$ cat src/rtl/eeprom_pkg.sv
// Shared definitions for the EEPROM read/write controllers that sit in front
// of the common i2c_master: bus field widths, the R/W bit values and the
// write-controller state encoding.
package eeprom_pkg;

  localparam int SLAVE_W = 7;   // I2C 7-bit slave address
  localparam int ADDR_W  = 16;  // EEPROM memory address
  localparam int COUNT_W = 8;   // byte counts handed to i2c_master
  localparam int BYTE_W  = 8;

  localparam logic I2C_RW_WRITE = 1'b0;
  localparam logic I2C_RW_READ  = 1'b1;

  typedef enum logic [2:0] {
    ST_IDLE,
    ST_START,      // waiting for i2c_master to report busy
    ST_ADDR_HI,    // address MSB on the bus, waiting for its request
    ST_ADDR_LO,    // address LSB on the bus
    ST_DATA,       // streaming data bytes
    ST_WAIT_STOP,  // last byte handed over, waiting for STOP
    ST_TWR         // EEPROM internal write cycle
  } wr_state_t;

endpackage

$ cat src/rtl/write_eeprom_if.sv
// Command / byte-request interface between an EEPROM controller and the
// shared i2c_master.
//   master modport : the controller (drives address, rw, data, count, start)
//   slave modport  : the i2c_master (drives tx_data_req and busy)
interface write_eeprom_if;
  import eeprom_pkg::*;

  logic [SLAVE_W-1:0] i2c_slave_addr;
  logic               i2c_rw;
  logic [BYTE_W-1:0]  i2c_write_data;
  logic [COUNT_W-1:0] i2c_nbytes;
  logic               i2c_start;
  logic               i2c_tx_data_req;
  logic               i2c_busy;

  modport master (
    output i2c_slave_addr, i2c_rw, i2c_write_data, i2c_nbytes, i2c_start,
    input  i2c_tx_data_req, i2c_busy
  );

  modport slave (
    input  i2c_slave_addr, i2c_rw, i2c_write_data, i2c_nbytes, i2c_start,
    output i2c_tx_data_req, i2c_busy
  );
endinterface

$ cat src/rtl/sync_edge.sv
// Two-flop synchroniser for a single-bit signal arriving from another clock
// domain, plus a one-cycle pulse on its (synchronised) rising edge.
//   clk   : destination clock
//   reset : asynchronous active-low reset
//   d     : asynchronous input
//   level : synchronised level (two clk of latency)
//   rise  : one-cycle pulse when level goes 0 -> 1
module sync_edge (
  input  logic clk,
  input  logic reset,
  input  logic d,
  output logic level,
  output logic rise
);

  logic [1:0] sync_q;
  logic       prev_q;

  // NOTE: non-blocking assignments so every flop samples its pre-edge input;
  // blocking here would collapse the two synchroniser stages into one.
  always_ff @(posedge clk or negedge reset) begin
    if (!reset) begin
      sync_q <= '0;
      prev_q <= 1'b0;
    end else begin
      sync_q <= {sync_q[0], d};
      prev_q <= sync_q[1];
    end
  end

  assign level = sync_q[1];
  assign rise  = sync_q[1] & ~prev_q;

endmodule

$ cat src/rtl/write_eeprom.sv
// EEPROM page-write controller. Drives i2c_master with one write transaction:
// slave address (W), 16-bit memory address MSB first, then 1..PAGE_SIZE data
// bytes taken from a show-ahead byte source, then waits the EEPROM write time.
//   clk, reset      : clock, asynchronous active-low reset
//   slave_addr_w    : 7-bit EEPROM I2C address
//   mem_addr_w      : first memory address to write
//   write_nbytes_w  : data byte count, 1..PAGE_SIZE, must not cross a page
//   start           : request, rising edge only
//   data_in         : next data byte (show-ahead)
//   byte_taken      : pulse, data_in consumed
//   busy            : accepted request in progress
//   done            : pulse, write cycle finished
//   error           : pulse, request rejected or slave NACK abort
//   i2c             : command/byte-request port to i2c_master
module write_eeprom
  import eeprom_pkg::*;
#(
  parameter int PAGE_SIZE  = 64,      // power of two
  parameter int TWR_CYCLES = 250000   // clk cycles of EEPROM write time
) (
  input  logic               clk,
  input  logic               reset,
  input  logic [SLAVE_W-1:0] slave_addr_w,
  input  logic [ADDR_W-1:0]  mem_addr_w,
  input  logic [COUNT_W-1:0] write_nbytes_w,
  input  logic               start,
  input  logic [BYTE_W-1:0]  data_in,
  output logic               byte_taken,
  output logic               busy,
  output logic               done,
  output logic               error,
  write_eeprom_if.master     i2c
);

  localparam int         PAGE_LOG2 = $clog2(PAGE_SIZE);
  localparam logic [8:0] PAGE_LIM  = 9'(PAGE_SIZE);
  localparam int         TWR_W     = (TWR_CYCLES > 1) ? $clog2(TWR_CYCLES) : 1;

  // Synchronised view of the i2c-clock-domain handshake.
  logic req_edge, req_level_unused;
  logic busy_s, busy_rise_unused;

  sync_edge u_req_sync (
    .clk   (clk),
    .reset (reset),
    .d     (i2c.i2c_tx_data_req),
    .level (req_level_unused),
    .rise  (req_edge)
  );

  sync_edge u_busy_sync (
    .clk   (clk),
    .reset (reset),
    .d     (i2c.i2c_busy),
    .level (busy_s),
    .rise  (busy_rise_unused)
  );

  // start is a local-domain request; only its rising edge counts.
  logic start_prev_q;
  logic start_edge;
  assign start_edge = start & ~start_prev_q;

  // Page check on the raw inputs: offset within page plus count must not
  // run past the page end (9-bit sum, so no overflow for n up to 255).
  logic [8:0] page_end;
  logic       req_bad;
  assign page_end = 9'(mem_addr_w[PAGE_LOG2-1:0]) + 9'(write_nbytes_w);
  assign req_bad  = (write_nbytes_w == '0) || ({1'b0, write_nbytes_w} > PAGE_LIM)
                 || (page_end > PAGE_LIM);

  wr_state_t          state_q, state_d;
  logic [SLAVE_W-1:0] slave_q, slave_d;
  logic [7:0]         addr_lo_q, addr_lo_d;
  logic [COUNT_W-1:0] n_q, n_d;
  logic [COUNT_W-1:0] rem_q, rem_d;
  logic [TWR_W-1:0]   twr_q, twr_d;
  logic [BYTE_W-1:0]  wdata_q, wdata_d;
  logic [COUNT_W-1:0] nbytes_q, nbytes_d;
  logic               i2c_start_q, i2c_start_d;
  logic               busy_q, busy_d;
  logic               error_q, error_d;
  logic               taken_q, taken_d;
  logic               done_c;

  always_ff @(posedge clk or negedge reset) begin
    if (!reset) begin
      state_q      <= ST_IDLE;
      slave_q      <= '0;
      addr_lo_q    <= '0;
      n_q          <= '0;
      rem_q        <= '0;
      twr_q        <= '0;
      wdata_q      <= '0;
      nbytes_q     <= '0;
      i2c_start_q  <= 1'b0;
      busy_q       <= 1'b0;
      error_q      <= 1'b0;
      taken_q      <= 1'b0;
      start_prev_q <= 1'b0;
    end else begin
      state_q      <= state_d;
      slave_q      <= slave_d;
      addr_lo_q    <= addr_lo_d;
      n_q          <= n_d;
      rem_q        <= rem_d;
      twr_q        <= twr_d;
      wdata_q      <= wdata_d;
      nbytes_q     <= nbytes_d;
      i2c_start_q  <= i2c_start_d;
      busy_q       <= busy_d;
      error_q      <= error_d;
      taken_q      <= taken_d;
      start_prev_q <= start;
    end
  end

  always_comb begin
    // NOTE: every signal assigned here gets a default first, so no path
    // through the case statement can leave one unassigned and infer a latch.
    state_d     = state_q;
    slave_d     = slave_q;
    addr_lo_d   = addr_lo_q;
    n_d         = n_q;
    rem_d       = rem_q;
    twr_d       = twr_q;
    wdata_d     = wdata_q;
    nbytes_d    = nbytes_q;
    i2c_start_d = i2c_start_q;
    busy_d      = busy_q;
    error_d     = 1'b0;
    taken_d     = 1'b0;
    done_c      = 1'b0;

    unique case (state_q)
      ST_IDLE: begin
        if (start_edge) begin
          slave_d   = slave_addr_w;
          addr_lo_d = mem_addr_w[7:0];
          n_d       = write_nbytes_w;
          if (req_bad) begin
            error_d = 1'b1;
          end else begin
            busy_d      = 1'b1;
            nbytes_d    = write_nbytes_w + 8'd2;
            wdata_d     = mem_addr_w[15:8];  // ready for the first request
            i2c_start_d = 1'b1;
            state_d     = ST_START;
          end
        end
      end

      ST_START: begin
        if (busy_s) begin
          i2c_start_d = 1'b0;
          state_d     = ST_ADDR_HI;
        end
      end

      // In the three byte-feeding states a falling busy means the master
      // gave up (slave NACK) before all bytes went out.
      ST_ADDR_HI: begin
        if (!busy_s) begin
          error_d = 1'b1;
          busy_d  = 1'b0;
          state_d = ST_IDLE;
        end else if (req_edge) begin
          wdata_d = addr_lo_q;
          state_d = ST_ADDR_LO;
        end
      end

      ST_ADDR_LO: begin
        if (!busy_s) begin
          error_d = 1'b1;
          busy_d  = 1'b0;
          state_d = ST_IDLE;
        end else if (req_edge) begin
          wdata_d = data_in;
          taken_d = 1'b1;
          rem_d   = n_q - 8'd1;
          state_d = (n_q == 8'd1) ? ST_WAIT_STOP : ST_DATA;
        end
      end

      ST_DATA: begin
        if (!busy_s) begin
          error_d = 1'b1;
          busy_d  = 1'b0;
          state_d = ST_IDLE;
        end else if (req_edge) begin
          wdata_d = data_in;
          taken_d = 1'b1;
          rem_d   = rem_q - 8'd1;
          if (rem_q == 8'd1) state_d = ST_WAIT_STOP;
        end
      end

      ST_WAIT_STOP: begin
        if (!busy_s) begin
          twr_d   = TWR_W'(TWR_CYCLES - 1);
          state_d = ST_TWR;
        end
      end

      ST_TWR: begin
        if (twr_q == '0) begin
          done_c  = 1'b1;
          busy_d  = 1'b0;
          state_d = ST_IDLE;
        end else begin
          twr_d = twr_q - TWR_W'(1);
        end
      end

      default: state_d = ST_IDLE;
    endcase
  end

  assign byte_taken = taken_q;
  assign busy       = busy_q;
  assign done       = done_c;
  assign error      = error_q;

  assign i2c.i2c_slave_addr = slave_q;
  assign i2c.i2c_rw         = I2C_RW_WRITE;
  assign i2c.i2c_write_data = wdata_q;
  assign i2c.i2c_nbytes     = nbytes_q;
  assign i2c.i2c_start      = i2c_start_q;

endmodule

$ cat src/flat_wrapper.sv
// flat-port wrapper written by rule: the top's interface ports become plain ports
module write_eeprom_flat import eeprom_pkg::*;
#(
  parameter int PAGE_SIZE  = 64,                     
  parameter int TWR_CYCLES = 250000                                     
)
  (clk, reset, slave_addr_w, mem_addr_w, write_nbytes_w, start, data_in, byte_taken, busy, done, error, i2c_i2c_slave_addr, i2c_i2c_rw, i2c_i2c_write_data, i2c_i2c_nbytes, i2c_i2c_start, i2c_i2c_tx_data_req, i2c_i2c_busy);
  write_eeprom_if i2c_i ();
  input  logic clk;
  input  logic reset;
  input  logic [SLAVE_W-1:0] slave_addr_w;
  input  logic [ADDR_W-1:0] mem_addr_w;
  input  logic [COUNT_W-1:0] write_nbytes_w;
  input  logic start;
  input  logic [BYTE_W-1:0] data_in;
  output logic byte_taken;
  output logic busy;
  output logic done;
  output logic error;
  output wire logic [$bits(i2c_i.i2c_slave_addr)-1:0] i2c_i2c_slave_addr;
  output wire logic [$bits(i2c_i.i2c_rw)-1:0] i2c_i2c_rw;
  output wire logic [$bits(i2c_i.i2c_write_data)-1:0] i2c_i2c_write_data;
  output wire logic [$bits(i2c_i.i2c_nbytes)-1:0] i2c_i2c_nbytes;
  output wire logic [$bits(i2c_i.i2c_start)-1:0] i2c_i2c_start;
  input wire logic [$bits(i2c_i.i2c_tx_data_req)-1:0] i2c_i2c_tx_data_req;
  input wire logic [$bits(i2c_i.i2c_busy)-1:0] i2c_i2c_busy;
  assign i2c_i2c_slave_addr = i2c_i.i2c_slave_addr;
  assign i2c_i2c_rw = i2c_i.i2c_rw;
  assign i2c_i2c_write_data = i2c_i.i2c_write_data;
  assign i2c_i2c_nbytes = i2c_i.i2c_nbytes;
  assign i2c_i2c_start = i2c_i.i2c_start;
  assign i2c_i.i2c_tx_data_req = i2c_i2c_tx_data_req;
  assign i2c_i.i2c_busy = i2c_i2c_busy;
  write_eeprom #(.PAGE_SIZE(PAGE_SIZE), .TWR_CYCLES(TWR_CYCLES)) u_core (.clk(clk), .reset(reset), .slave_addr_w(slave_addr_w), .mem_addr_w(mem_addr_w), .write_nbytes_w(write_nbytes_w), .start(start), .data_in(data_in), .byte_taken(byte_taken), .busy(busy), .done(done), .error(error), .i2c(i2c_i));
endmodule
$ cat config.mk
export PLATFORM = sky130hd
export DESIGN_NAME = write_eeprom_flat
export DESIGN_NICKNAME = d
export VERILOG_FILES = /design/src/rtl/eeprom_pkg.sv /design/src/rtl/write_eeprom_if.sv /design/src/rtl/sync_edge.sv /design/src/rtl/write_eeprom.sv /design/src/flat_wrapper.sv
export SDC_FILE = /design/constraint.sdc
export NUM_CORES = 1
export LEC_CHECK = 0
export ABC_AREA = 0
export ABC_CLOCK_PERIOD_IN_PS = 2730
export CORE_AREA = 2 2 95 97
export CTS_CLUSTER_SIZE = 12
export DETAILED_ROUTE_END_ITERATION = 6
export DIE_AREA = 0 0 97 99
export PLACE_DENSITY = 0.89
export SETUP_SLACK_MARGIN = 0.05
export SLEW_MARGIN = 20
export SYNTH_ARGS = -nofsm -noshare
export SYNTH_HDL_FRONTEND = slang
export SYNTH_SLANG_ARGS = --single-unit
export TNS_END_PERCENT = 20
$ cat constraint.sdc
create_clock -name clk -period 2.73 [get_ports clk]
set_clock_uncertainty 0.1 [all_clocks]
set_input_delay 0.273 -clock clk [delete_from_list [all_inputs] [get_ports clk]]
set_output_delay 0.273 -clock clk [all_outputs]
set_load 0.05 [all_outputs]
==> results list, run 1 <==
- The number of nets handed over by synthesis was 501.
* Final number of setup-violating endpoints: 0
- Leaving out fill and tap cells, the most frequent cell in the layout is sky130_fd_sc_hd__dfrtp_1.
* Sequential fraction of the synthesis area: 0.431
- Synthesis inferred 78 register bits.
- WP data required: 2.88 ns
- The count of final hold-check violations was 50.
- The worst register-to-register path begins at u_core.state_q[2]$_DFFE_PN0P_.
* Setup Slack @ Placement: -0.532 ns
* Critical path endpoint category: flop
- Clock tree synthesis found a total of 78 sinks.
- The count of nets left with antenna violations once routing finished came out at 0.
* Count of yosys warnings during synthesis: 0
- In the synthesized netlist the async set-or-reset flop fraction comes to 1.00.
* Cell count of the worst reg-to-reg path: 7
* Worst slew pin tran: 0.985 ns
- Dividing the final minimum period by the clock period gives 0.983.
* Sequential share of power: 0.349
- After legalization and detailed placement, the total HPWL measured 8.07 mm.
- In this run the register-to-register setup slack is 0.19 ns.
- Synthesized-area fraction occupied by adder cells: 0.0398
- Wire length of the first global-routing pass: ~19 mm
- After clock tree synthesis, the clock-pin slew on the worst setup and hold paths is 0.08 ns.
* Clock tree from TritonCTS: built
- Adding up every negative setup slack in the final design gives 0 ns.
- Number of antenna violations at the first check in global routing: 0
* Die Footprint: 9600 um2
- The number of global-route vias before repair is 4062.
- Dominant combinational cell family by area after synthesis: simple AND/OR/NAND/NOR gates
- Area fraction in compound gates after synthesis: 0.162
* Port buffer count: 71
* Share of total power in the clock network: 0.136
- Counting along the longest clock path gives a buffer depth of 2.
- Leakage dissipation: 2.60 nW
- The clock period could shrink to between 2 and 3 ns.
- Layout Area Growth over Synthesis: 30.2%
- Outcome: complete, but fails checks
* Post-synth design cell area: around 4500 um2
* Total wirelength of the detailed-routed design: 11.7 mm
- After the last flow step, the layout net total stands at 609.
* Area of the core region: 8550 um2
- Synthesized instance count: about 440
- Including well taps, the total number of placed cells is about 640.
- Measured against its own limit, the worst slew margin works out to 0.344.
- The number of antenna diodes in the final layout is 0.
- Commonest cells after routing, fill and taps aside: 78 x sky130_fd_sc_hd__dfrtp_1, 63 x sky130_fd_sc_hd__clkdlybuf4s50_1, 46 x sky130_fd_sc_hd__buf_4, 35 x sky130_fd_sc_hd__nor2_1, 25 x sky130_fd_sc_hd__a21oi_1
* Starting DRT DRC Count: 252
- Failing checks: negative hold slack
- Dividing the detail-routed via count by the number of cells gives 5.95.
- At the end of routability-driven placement, the weighted congestion stood at 0.910.
* Max H-tree Level: 3
* Number of distinct library cells after synthesis: just under 70
- The count of pins over their slew limit came to 0.
- Worst-path maximum fanout: 8
- At the worst endpoint, the arrival time is 2.83 ns.
- Summed over all nets, the switching power comes to 2.69 mW.
- Of the total synthesized cell area, the portion taken by XOR and XNOR cells is 0.0503.
- At the later pin of the worst-skew pair, clock insertion delay measures 0.36 ns.
- Buffers inserted during clock tree synthesis total 9.
- In this run the worst hold path is classified as input port to asynchronous set/reset pin.
* Buffer type at the clock tree root: sky130_fd_sc_hd__clkbuf_8
- Of the total synthesized cell area, the portion taken by AND, OR, NAND and NOR gates is 0.171.
- Max-cap violations in this run came to 0.
* Average wire length per cell after detail routing: between 15 and 20 um
- Die Span Y: around 99 um
- VDD sags by at most about 0.77 mV.
* Crit path setup slack, layout: 0.0459 ns
* Internal: roughly 3.4 mW
- Setup Crit Path Kind: input port to flop
* Floorplan die width: 97 um
* Global Route Usage Sum: 0.245
* Power Density: just over 1000 nW/um2
- The finished layout holds 664 standard cells, fillers aside.
- Vias after detailed routing: 3951
- Number of flops mapped to enable cells by yosys: 0
- Switching share of power: 0.444
- Worst flop-to-flop path endpoint: u_core.twr_q[13]$_DFFE_PN0P_
- Static timing analysis puts the maximum clock frequency at ~370 MHz.
- The worst setup path is launched from an input port.
* Standard-cell rows: 34
- Hold slack: -0.0476 ns
- The share of total power dissipated in combinational logic is 0.516.
* DRC violation count after routing: 0
- Of the post-synthesis cell area, the part taken by muxes is 0.107.
* Post-synthesis area per instance: 10.2 um2
- Remaining Overflow, GRT: 0
- TritonRoute pass-1 iters: 4
- Starting density of the core: 0.529
- Share of cells above drive strength 1: 0.227
- RSZ-0062 raised after global routing: true
- Pin count of the biggest net entering global routing: 79
- 73 I/O pins were placed.
- Commonest register cell after synthesis: sky130_fd_sc_hd__dfrtp_1
==> worst max-delay path, cell delays in order <==
cell and delay (ns):
sky130_fd_sc_hd__dlygate4sd2_1 0.28, sky130_fd_sc_hd__ha_4 0.18, sky130_fd_sc_hd__fa_2 0.39, sky130_fd_sc_hd__a211o_1 0.31
sky130_fd_sc_hd__o21ai_2 0.11, sky130_fd_sc_hd__xnor2_2 0.13, sky130_fd_sc_hd__o41ai_4 0.46, sky130_fd_sc_hd__buf_4 0.20
sky130_fd_sc_hd__nand3_4 0.15, sky130_fd_sc_hd__mux2_4 0.34
==> state kept, by name (all words and copies together), names as in the netlist <==
name                       flops
u_core.addr_lo_q               8
u_core.busy                    1
u_core.byte_taken              1
u_core.error                   1
u_core.i2c.i2c_nbytes          8
u_core.i2c.i2c_slave_addr      7
u_core.i2c.i2c_start           1
u_core.i2c.i2c_write_data      8
u_core.n_q                     8
u_core.rem_q                   8
u_core.start_prev_q            1
u_core.state_q                 3
u_core.twr_q                  18
u_core.u_busy_sync.sync_q      2
u_core.u_req_sync.prev_q       1
u_core.u_req_sync.sync_q       2
==> stage by stage <==
stage | power (mW) | area [um2] | util
2_1_floorplan | 4.18 | 4530 | -
3_3_place_gp | 4.97 | 5600 | 0.655
3_5_place_dp | 5.11 | 5600 | 0.655
4_1_cts | 5.99 | 5800 | 0.679
5_1_grt | 6.43 | 5890 | 0.689
6_report | 6.07 | 5890 | 0.689
==> metal layers <==
layer / track usage / wire [um] / up-vias
met5: 0 / 0 / -
met4: 0.0997 / 356 / 0
met3: 0.0582 / 695 / 37
met2: 0.416 / 5960 / 149
met1: 0.304 / 4680 / 1931
li1: - / - / 1834
==> timing repair <==
action,CTS,global route
hold buffers,0,0
cloned,0,0
pin swaps,6,6
resized for setup,8,12
setup endpoints to repair,21,13
setup buffers,1,4
==> synthesized netlist by cell type, types with 4 or more instances <==
cell type / number / area (um2)
sky130_fd_sc_hd__a31oi_1: 5 / 31.3
sky130_fd_sc_hd__dfrtp_1: 78 / 1950
sky130_fd_sc_hd__o21ai_0: 24 / 120
sky130_fd_sc_hd__nor4_1: 7 / 43.8
sky130_fd_sc_hd__nor3_1: 19 / 95.1
sky130_fd_sc_hd__a21oi_1: 25 / 125
sky130_fd_sc_hd__mux2_2: 23 / 259
sky130_fd_sc_hd__ha_1: 12 / 150
sky130_fd_sc_hd__xnor2_1: 11 / 96.3
sky130_fd_sc_hd__nand3b_1: 4 / 30.0
sky130_fd_sc_hd__o22ai_1: 12 / 75.1
sky130_fd_sc_hd__clkbuf_1: 14 / 52.6
sky130_fd_sc_hd__nor2b_1: 7 / 43.8
sky130_fd_sc_hd__nand3_1: 13 / 65.1
sky130_fd_sc_hd__nor2_1: 36 / 135
sky130_fd_sc_hd__or3_1: 6 / 37.5
sky130_fd_sc_hd__xor2_1: 15 / 131
sky130_fd_sc_hd__o21a_1: 6 / 45.0
sky130_fd_sc_hd__mux2_4: 13 / 195
sky130_fd_sc_hd__o221ai_1: 5 / 43.8
sky130_fd_sc_hd__nand2_1: 23 / 86.3
sky130_fd_sc_hd__inv_1: 15 / 56.3
==> final cells by class <==
| cell class | instances | area (um2) |
|---|---|---|
| Clock inverter | 4 | 31.3 |
| Inverter | 16 | 60.1 |
| Sequential cell | 78 | 1950 |
| Tap cell | 108 | 135 |
| Fill cell | 592 | 2660 |
| Timing Repair Buffer | 118 | 1090 |
| Multi-Input combinational cell | 329 | 2470 |
| Clock buffer | 11 | 151 |
==> power by group through the flow <==
stage / logic (mW) / registers, mW / clock network [mW]
4_1_cts: 3.04 / 2.10 / 0.838
2_1_floorplan: 1.59 / 2.59 / 0
3_3_place_gp: 2.90 / 2.08 / 0
6_report: 3.13 / 2.12 / 0.824
5_1_grt: 3.35 / 2.19 / 0.892
3_5_place_dp: 3.00 / 2.11 / 0
==> logic make-up (layout without fill, tap and decap cells) <==
logic type	Yosys count	count (layout)
and+or+nand+nor	144	144
AOI/OAI and AO/OA	105	105
DFF	78	78
muxes	39	39
buffers and inverters	37	149
xor gates and xnor gates	26	26
adders and majority gates	14	14
other	1	1
==> how the worst max path moves through the flow <==
stage / start / endpoint / slack (ns)
after global routing: write_nbytes_w[0] / u_core.i2c.i2c_nbytes[0]$_DFFE_PN0P_ / -0.009
after floorplan: mem_addr_w[0] / u_core.i2c.i2c_write_data[0]$_DFFE_PN0P_ / 0.06
after detailed placement: write_nbytes_w[0] / u_core.i2c.i2c_nbytes[6]$_DFFE_PN0P_ / -0.53
final: write_nbytes_w[0] / u_core.i2c.i2c_nbytes[2]$_DFFE_PN0P_ / 0.05
after global placement: write_nbytes_w[0] / u_core.i2c.i2c_nbytes[0]$_DFFE_PN0P_ / -0.46
after CTS: u_core.twr_q[0]$_DFFE_PN0P_ / done / 0.04
(Power assumes the default switching activity.)
==> run 2, diff against run 1 <==
SLEW_MARGIN = not set   (was 20)
==> results of run 2 <==
Final layout, timing and power as in run 1 (identical DEF).
==> run 3, diff against run 2 <==
PLACE_DENSITY = 0.79   (was 0.89)
==> results list, run 3 (synthesized netlist as in run 1, its figures left out) <==
- The post-detailed-route wirelength per cell came to 16.4 um (-6.9%).
* Most common cell after layout, fill and taps aside: sky130_fd_sc_hd__dfrtp_1
- Top Ports: 73 (unchanged)
* TritonRoute pass-1 iters: 4 (unchanged)
- The area growth from synthesis to layout is 30.8%.
* Port buffer count: 71 (unchanged)
- The overflow left after global routing is 0 (unchanged).
* DRC violation count after routing: 0 (unchanged)
* Total placed instance area: 5630 um2 (+0.54%)
- The power density over cell area came to 1020 nW/um2 (-0.54%).
- Die Span Y: 99 um (unchanged)
* Clk pin slew, worst setup/hold paths: 0.08 ns (about the same)
- The via density per instance was 5.73 (-3.7%).
- The global-route wire length before repair is 18.2 mm (-5.0%).
* Top delay family on crit path: simple AND/OR/NAND/NOR gates
* Share of the cycle needed by the critical path after routing: 0.961 (-0.0222)
- Overall Power: 6.07 mW (about the same)
* Starting density of the core: 0.529 (unchanged)
* Setup Slack @ Placement: -0.598 ns (-0.0660 ns)
- Number of clock buffers inserted by TritonCTS: 9 (unchanged)
- Critical Path, Cell by Cell: clkdlybuf4s50_1 -> or4_4 -> or3_1 -> o31a_1 -> o311ai_4 -> o211ai_4 -> buf_12 -> mux2_4
- Met3 global-route usage: 0.0433 (-0.0149)
* Class of the tightest hold or removal check: input port to asynchronous set/reset pin
- The standard cell core area came to 8550 um2 (unchanged).
- Max-cap violation count: 0 (unchanged)
* Starting DRT DRC Count: 147 (-42%)
* Global routing met2 resource utilization: 0.384 (-0.0315)
* Worst slew pin tran: 0.987 ns (+0.00203 ns)
- The number of global-route vias before repair came to 3931 (-3.2%).
- Failing checks: negative hold slack
- The area of all placed cells without fillers was 5920 um2 (+0.49%).
- The count of pins over their slew limit is 0 (unchanged).
- Cell total after placement: 648 (+0.62%)
* Number of buffers and inverters on the critical path: 2 (unchanged)
- Die Footprint: 9600 um2 (unchanged)
- The depth of the CTS H-tree is 3 (unchanged).
- Pin count of the biggest net entering global routing: 79 (unchanged)
* Leakage dissipation: 2.62 nW (+0.51%)
* Clock Sink Count: 78 (unchanged)
- Floorplan die width: 97 um (unchanged)
* Worst-path maximum fanout: 8 (unchanged)
- Fin cells: 668 (+0.60%)
- The global-route usage over all layers was 0.234 (-0.0110).
* NumNets Final: 612 (+0.49%)
- CTS Buffer Depth: 2 (unchanged)
- Remaining antenna violation count after routing: 0 (unchanged)
- HPWL after detailed placement: 8.04 mm (-0.33%)
* Commonest cells after routing, fill and taps aside: 78 x sky130_fd_sc_hd__dfrtp_1, 64 x sky130_fd_sc_hd__clkdlybuf4s50_1, 50 x sky130_fd_sc_hd__buf_4, 35 x sky130_fd_sc_hd__nor2_1
- The met1 track demand over resource in global routing came to 0.301 (-0.00254).
- Total wirelength of the detailed-routed design: 11.0 mm (-6.3%)
* Maximum VDD drop: 0.610 mV (-21%)
- The cell row count is 34 (unchanged).
- The least setup slack across all paths after layout came to 0.106 ns (+0.0605 ns).
- Final hold violations: 24 (-52%)
- Skew-Pair Late Insertion Delay: 0.35 ns (about the same)
- The final-layout worst hold slack came to -0.0252 ns (+0.0225 ns).
- The data arrival time of the critical path came to 2.77 ns (-0.06 ns).
- Critical path endpoint category: flop
* Vias after detailed routing: 3827 (-3.1%)
* CP Launch Type: input port
- The ratio of cells with drive above 1 in the final layout is 0.232 (+0.00552).
- Number of antenna violations at the first check in global routing: 0 (unchanged)
- Gpl congestion: 0.850 (-6.6%)
- Post-layout util: 0.693 (+0.00337)
- Slew headroom: 0.342 (-0.00135)
- The critical path in this run is classified as input port to flop.
- Most flop-heavy register: u_core.twr_q
* Number of flip-flops in the largest register: 18 (unchanged)
- Highest-utilization routing layer at the global route stage: met2
* Clock period minus worst slack: 2.62 ns (-0.0605 ns)
- WP data required: 2.87 ns (about the same)
- Accumulated negative setup slack: 0 ns (unchanged)
- Clock tree from TritonCTS: built
- Delay of the slowest cell on the worst path: 0.56 ns (+0.10 ns)
- The total of endpoints with negative setup slack in the final report was 0 (unchanged).
- The number of antenna repair diodes is 0 (unchanged).
* Max Freq: 381 MHz (+2.3%)
* RSZ-0062 raised after global routing: true
* Outcome: complete, but fails checks
* Master of the slowest instance on the critical path: sky130_fd_sc_hd__or4_4
* Buffer type at the clock tree root: sky130_fd_sc_hd__clkbuf_8
-- run 3: cell count changes in the layout (fill, tap and decap cells not counted), moves of 2 or more --
cell | before | now
sky130_fd_sc_hd__dlymetal6s2s_1 | 3 | 1
sky130_fd_sc_hd__clkinvlp_4 | 3 | 1
sky130_fd_sc_hd__buf_4 | 46 | 50
sky130_fd_sc_hd__clkinv_2 | 0 | 3
-- run 3: metal layers --
metal	wire length [um]	up-vias
li1	-	1844
met1	4800	1836
met2	5340	124
met3	518	23
met4	285	0
met5	0	-
-- run 3: worst paths after layout --
check	from	slack, ns	to	cells past startpoint
worst min-delay path	reset	-0.03	u_core.twr_q[16]$_DFFE_PN0P_	1
worst max register to register	u_core.twr_q[0]$_DFFE_PN0P_	0.26	u_core.state_q[2]$_DFFE_PN0P_	8
worst min register to register	u_core.u_busy_sync.sync_q[0]$_DFF_PN0_	0.25	u_core.u_busy_sync.sync_q[1]$_DFF_PN0_	0
max in group asynchronous	reset	1.92	u_core.n_q[4]$_DFFE_PN0P_	1
min in group clk	mem_addr_w[0]	0.22	u_core.addr_lo_q[0]$_DFFE_PN0P_	2
worst max-delay path	write_nbytes_w[4]	0.11	u_core.i2c.i2c_write_data[7]$_DFFE_PN0P_	8
-- run 3: layout make-up --
type	count	area [um2]
flip-flops and latches	78	1950
inverters	16	60.1
multi-input cells	329	2470
well taps	108	135
fillers	630	2630
clock inverters	6	61.3
clock buffers	10	138
repair buffers	121	1100
-- run 3: worst reg2reg max path: stages (launching register included) --
cell and delay [ns]:
sky130_fd_sc_hd__dfrtp_1 0.42, sky130_fd_sc_hd__inv_1 0.08, sky130_fd_sc_hd__ha_1 0.18, sky130_fd_sc_hd__or3b_4 0.41, sky130_fd_sc_hd__nor4b_4 0.28, sky130_fd_sc_hd__a31oi_1 0.18, sky130_fd_sc_hd__a311oi_2 0.37, sky130_fd_sc_hd__o21ai_1 0.12
sky130_fd_sc_hd__a32o_1 0.23
-- run 3: timing repair --
| action | 4_1_cts | 5_1_grt |
|---|---|---|
| hold endpoints to repair | 0 | 0 |
| setup endpoints to repair | 21 | 19 |
| setup buffers | 3 | 1 |
| cloned | 0 | 0 |
| resized for setup | 13 | 5 |
| hold buffers | 0 | 0 |
| pin swaps | 5 | 5 |
-- run 3: power breakdown --
group          leakage [nW]  switching [mW]  internal, mW
clock                 0.102           0.431         0.444
sequential            0.974           0.477          1.63
combinational          1.54            1.71          1.37
